===== src/rtl/tl_xbar_pkg.sv =====
// Shared crossbar definitions: FSM state encoding, default geometry, round-robin helper.
// Used by the arbitrating mux and the response-side demux.
package tl_xbar_pkg;

  localparam int TL_N      = 4;
  localparam int TL_DATA_W = 64;
  localparam int TL_SEL_W  = 2;

  localparam logic [0:0] ST_IDLE   = 1'b0;
  localparam logic [0:0] ST_LOCKED = 1'b1;

  // Successor of idx in a ring of n ports; wraps explicitly for non-power-of-2 n.
  function automatic int rr_next(input int idx, input int n);
    return (idx + 1 >= n) ? 0 : idx + 1;
  endfunction

endpackage


===== src/rtl/tl_rr_arbiter.sv =====
// Combinational round-robin pick: first requester at or above ptr, modulo N.
// Zero latency; no flow control of its own.
module tl_rr_arbiter
  import tl_xbar_pkg::*;
#(
  parameter int N     = TL_N,
  parameter int SEL_W = TL_SEL_W
) (
  input  logic [N-1:0]     req,
  input  logic [SEL_W-1:0] ptr,
  output logic [N-1:0]     gnt,
  output logic [SEL_W-1:0] index
);

  logic found;
  int   j;

  always_comb begin
    gnt   = '0;
    index = '0;
    found = 1'b0;
    j     = 0;
    for (int k = 0; k < N; k++) begin
      j = int'(ptr) + k;
      if (j >= N) j = j - N;
      if (!found && req[j]) begin
        found  = 1'b1;
        gnt[j] = 1'b1;
        index  = SEL_W'(j);
      end
    end
  end

endmodule


===== src/rtl/tl_arb_mux.sv =====
// N:1 message-locked round-robin mux; zero latency, or a 2-entry output skid buffer
// (1-cycle latency, ready_o decoupled from ready_i) when TL_ARB_MUX_OUT_REG_EN is defined.
module tl_arb_mux
  import tl_xbar_pkg::*;
#(
  parameter int N      = TL_N,
  parameter int DATA_W = TL_DATA_W,
  parameter int SEL_W  = TL_SEL_W
) (
  input  logic                clk_i,
  input  logic                rst_i,
  input  logic [N-1:0]        valid_i,
  output logic [N-1:0]        ready_o,
  input  logic [N*DATA_W-1:0] data_i,
  input  logic [N-1:0]        last_i,
  output logic                valid_o,
  input  logic                ready_i,
  output logic [DATA_W-1:0]   data_o,
  output logic                last_o,
  output logic [SEL_W-1:0]    sel_o
);

  logic [0:0]        state;
  logic [SEL_W-1:0]  owner;
  logic [SEL_W-1:0]  rr_ptr;
  logic [N-1:0]      rr_gnt;
  logic [SEL_W-1:0]  rr_idx;

  logic              locked;
  logic              g_any;
  logic [SEL_W-1:0]  g_idx;
  logic              a_vld;
  logic              a_rdy;
  logic              a_last;
  logic [DATA_W-1:0] a_dat;
  logic              a_xfer;

  tl_rr_arbiter #(.N(N), .SEL_W(SEL_W)) u_rr (
    .req   (valid_i),
    .ptr   (rr_ptr),
    .gnt   (rr_gnt),
    .index (rr_idx)
  );

  // Reset gates the grant so nothing leaks out of a stale owner while rst_i is high.
  always_comb begin
    locked  = (state == ST_LOCKED);
    g_idx   = locked ? owner : rr_idx;
    g_any   = !rst_i && (locked || (|rr_gnt));
    a_vld   = 1'b0;
    a_dat   = '0;
    a_last  = 1'b0;
    ready_o = '0;
    for (int i = 0; i < N; i++) begin
      if (g_idx == SEL_W'(i)) begin
        a_vld      = g_any && valid_i[i];
        a_dat      = data_i[i*DATA_W +: DATA_W];
        a_last     = last_i[i];
        ready_o[i] = g_any && a_rdy;
      end
    end
  end

  assign a_xfer = a_vld && a_rdy;

  always_ff @(posedge clk_i) begin
    if (rst_i) begin
      state  <= ST_IDLE;
      rr_ptr <= '0;
      owner  <= '0;
    end else if (a_xfer && a_last) begin
      state  <= ST_IDLE;
      rr_ptr <= SEL_W'(rr_next(int'(g_idx), N));
    end else if (a_vld) begin
      state  <= ST_LOCKED;
      owner  <= g_idx;
    end
  end

`ifdef TL_ARB_MUX_OUT_REG_EN
  logic [1:0]        cnt;
  logic [DATA_W-1:0] dat_q  [2];
  logic              last_q [2];
  logic [SEL_W-1:0]  sel_q  [2];
  logic              pop;
  logic              wr_head;

  assign a_rdy   = (cnt != 2'd2);
  assign pop     = valid_o && ready_i;
  // A push lands in the head slot when the buffer is, or is about to become, empty.
  assign wr_head = (cnt == 2'd0) || ((cnt == 2'd1) && pop);

  always_ff @(posedge clk_i) begin
    if (rst_i) begin
      cnt <= 2'd0;
    end else begin
      if (pop) begin
        dat_q[0]  <= dat_q[1];
        last_q[0] <= last_q[1];
        sel_q[0]  <= sel_q[1];
      end
      if (a_xfer) begin
        if (wr_head) begin
          dat_q[0]  <= a_dat;
          last_q[0] <= a_last;
          sel_q[0]  <= g_idx;
        end else begin
          dat_q[1]  <= a_dat;
          last_q[1] <= a_last;
          sel_q[1]  <= g_idx;
        end
      end
      cnt <= cnt + 2'(a_xfer) - 2'(pop);
    end
  end

  assign valid_o = !rst_i && (cnt != 2'd0);
  assign data_o  = dat_q[0];
  assign last_o  = last_q[0];
  assign sel_o   = sel_q[0];
`else
  assign a_rdy   = ready_i;
  assign valid_o = a_vld;
  assign data_o  = a_dat;
  assign last_o  = a_last;
  assign sel_o   = g_idx;
`endif

endmodule


===== config.mk =====
export PLATFORM = sky130hd
export DESIGN_NAME = tl_arb_mux
export DESIGN_NICKNAME = d
export VERILOG_FILES = /design/src/rtl/tl_xbar_pkg.sv /design/src/rtl/tl_rr_arbiter.sv /design/src/rtl/tl_arb_mux.sv
export SDC_FILE = /design/constraint.sdc
export NUM_CORES = 1
export LEC_CHECK = 0
export ABC_CLOCK_PERIOD_IN_PS = 4300
export BUFFER_PORTS_ARGS = -buffer_cell sky130_fd_sc_hd__buf_2
export CORE_AREA = 2 2 133 135
export DETAILED_ROUTE_END_ITERATION = 16
export DIE_AREA = 0 0 135 137
export PLACE_DENSITY = 0.59
export SLEW_MARGIN = 0
export SYNTH_ARGS = -nofsm -noshare
export SYNTH_HDL_FRONTEND = slang
export SYNTH_SLANG_ARGS = --single-unit

===== constraint.sdc =====
create_clock -name clk_i -period 4.3 [get_ports clk_i]
set_input_delay 1.075 -clock clk_i [delete_from_list [all_inputs] [get_ports clk_i]]
set_output_delay 1.075 -clock clk_i [all_outputs]
set_load 0.01 [all_outputs]

==> metrics.csv <==
stage,metric,value,unit
status,status,"complete, but fails checks",
status,failing checks,negative setup slack,
synthesis,most common cell in the netlist,a21oi_1,
worst_setup_path,Buffers & Inverters on Critical Path,4,
grt,GRT Util Overall,13.3,%
worst_setup_path,CP Capture Type,output pin,
place,Port Buf Inserts,338,
route,DRC errors left,0,
floorplan,I/O Pins,339,
route,drt first-iter violations,221,
clocking,Clock Latency Late Sink,0.23,ns
clocking,clock tree from TritonCTS,built,
synthesis,Synth Register Bits,5,
layout,layout cells sized above 1,53.3,%
synthesis,post-synth top area share,22.4,%
pwr,Max VDD drop,0.329,mV
sta,Max Fclk,231,MHz
clocking,TritonCTS Buffers,3,
synthesis,cell count after synthesis,515,
layout,ant diodes,0,
worst_setup_path,crit path DAT,3.25,ns
pwr,Sw Ratio,50.7,%
floorplan,core area,17100,um^2
synthesis,Syn Std Cell Area,2860,um^2
floorplan,Chip Width,135,um
layout,design area,5610,um^2
sta,Worst-Margin Slew,0.300,ns
worst_setup_path,Critical Path RT,3.22,ns
synthesis,"Seq/Total Area, Yosys",3.50,%
sta,Setup TNS Final,-0.0552,ns
route,Routed WL,14800,um
synthesis,most frequent cells after synthesis,"128 x a21oi_1, 126 x nand2_1, 66 x o21ai_0",
sta,WHS,0.470,ns
floorplan,FP Rows,48,
worst_setup_path,critical-path cell list,buf_8 -> mux4_2 -> o2111ai_2 -> o211ai_1 -> buf_4 -> ha_4 -> buf_12 -> nand3b_1 -> a21oi_2 -> a21oi_2 -> o21ai_1 -> buf_2,
synthesis,number of synthesized flops with an enable pin,0,
synthesis,ys async rst share,0,%
floorplan,Initial Util,16.8,%
place,"Cell Area, Placed",5180,um^2
sta,final clock skew,0.00212,ns
worst_setup_path,critical path type,in -> out,
layout,fill count,1901,
layout,multi-input logic area,2750,um^2
grt,first-pass GRT wire length,20100,um
route,drt wl/cell,13.6,um
pwr,Power Total,0.00370,W
flow_run,Max Cap Viol,0,
layout,Nets,1146,
synthesis,post-synthesis net count,794,
route,Pre-antenna DRT Iters,5,
clocking,clock tree buffer depth,2,
clocking,number of hold buffers added after cts,0,
sta,Fin. Hold Viols,0,
pwr,Reg power frac,1.9,%
sta,Tcrit/Tclk final,101,%
route,Post-DRT Antenna Nets,0,
clocking,H-tree depth,1,
grt,initial antenna violation count,0,
pwr,Pint,0.00182,W
clocking,TritonCTS Sinks,5,
route,via count,4846,
sta,Slew Limit Fails,0,
grt,largest net degree at the start of global routing,60,
layout,area grow syn2layout,95.9,%
pwr,Comb power frac,94.0,%
floorplan,DIE AREA,18500,um^2
clocking,clk slew on worst S/H paths,0.03,ns
floorplan,Die H,137,um
grt,vias in the first global route,4063,
worst_setup_path,Critical-path top delay cell,mux4_2,
layout,register area,100,um^2
clocking,Root Driver,clkbuf_16,
sta,post-layout minimum cycle time,4.32,ns
pwr,NetSw,0.00188,W
synthesis,YS warnings,0,
worst_setup_path,Worst path top cell family by delay,compound AO/OA/AOI/OAI gates,
place,Post-DP HPWL,11500,um
grt,global route overflow,0,
sta,Final WS setup,-0.0233,ns
synthesis,Synth area leader,a21oi_1,
sta,normalized max-slew margin,80.0,%
pwr,Pwr Density,660,nW/um^2
place,post-place setup slack,-0.147,ns
worst_setup_path,crit-path max cell delay,0.48,ns
sta,"Setup violations, final",5,
min_path,Hold Crit Class,reg -> reg,
synthesis,Mean Syn Cell Area,5.56,um^2
worst_setup_path,Worst Path Max Fanout,49,
synthesis,Synth area leaders,"a21oi_1 22%, nand2_1 17%, nand3b_1 16%",
pwr,P_leak,2.67,nW
synthesis,Synth Flop Type,dfxtp_1,
worst_setup_path,Critical Path Most Common Cell,a21oi_2,
worst_setup_path,element type at the critical path start,input pin,
synthesis,post-synthesis cell type count,38,
place,RePlAce Congestion,0.864,
route,Vias/cell,4.44,
pwr,power share of the clock group,4.1,%
sta,RSZ-0062 raised after global routing,yes,
[final timing paths]
check	from	endpoint	slack, ns	depth (start not counted)
setup / recovery	valid_i[3]	data_o[60]	-0.02	12
hold / removal	owner[1]$_SDFFE_PP0P_	owner[1]$_SDFFE_PP0P_	0.47	2
setup reg to reg	rr_ptr[1]$_SDFFE_PP0P_	rr_ptr[0]$_SDFFE_PP0P_	0.79	14
hold reg to reg	owner[1]$_SDFFE_PP0P_	owner[1]$_SDFFE_PP0P_	0.47	2
[cell type report]
cell class / instances / area share [%]
timing repair buffer: 400 / 42.2
inverter: 7 / 0.469
clock buffer: 4 / 1.41
tap: 225 / 5.02
multi-input combinational: 450 / 49.1
sequential: 5 / 1.79
[kinds of logic after synthesis]
logic type | after synthesis | share of synthesized area, %
simple gates | 216 | 38.8
compound gates | 208 | 38.6
buf+inv | 60 | 8.22
mux | 14 | 5.60
fa+ha+maj | 12 | 5.25
flops | 5 | 3.50
[flip-flops by register name, summed over array words and instances (netlist names)]
| name | cells |
|---|---|
| locked | 1 |
| rr_ptr | 2 |
| owner | 2 |
[worst min-delay path, cell delays in order (launching register included)]
cell and delay [ns]:
dfxtp_1 0.30, nand2b_1 0.06, mux2i_1 0.06
[power groups by stage]
stage	sequential, W	clock [W]	combinational (W)
CTS	0.0000706	0.000156	0.00331
global route	0.0000720	0.000160	0.00381
finish	0.0000704	0.000153	0.00348
detailed placement	0.0000711	0	0.00318
floorplan	0.0000740	0	0.00190
global placement	0.0000710	0	0.00317
[routing by layer]
metal,track usage [%],part of all wire [%],up-vias
li1,-,-,2510
met1,17.4,42,2127
met2,23.9,50,199
met3,1.70,6.9,10
met4,1.62,0.90,0
met5,0,0,-
[stage by stage]
stage               std cells  util, %
floorplan                 515        -
global placement         1077     30.4
detailed placement       1077     30.4
CTS                      1088     31.8
global route             1091     32.9
finish                   1091     32.9
[cell usage in the layout, fill, tap and decap left out, types with 6 or more instances in the layout]
cell type,count
nor2_1,8
mux2i_1,9
buf_12,9
o21ai_1,63
nand3b_1,62
a21oi_2,38
a21oi_1,90
buf_4,48
nand2_1,126
inv_1,6
ha_1,8
buf_2,334
[what timing repair did]
item / in CTS / in global routing
hold endpoints to repair: 0 / 0
cloned: 1 / 1
pin swaps: 5 / 20
resized for setup: 23 / 41
setup endpoints to repair: 66 / 66
buffers inserted: 6 / 2
Power figures use the tool's default switching activity.
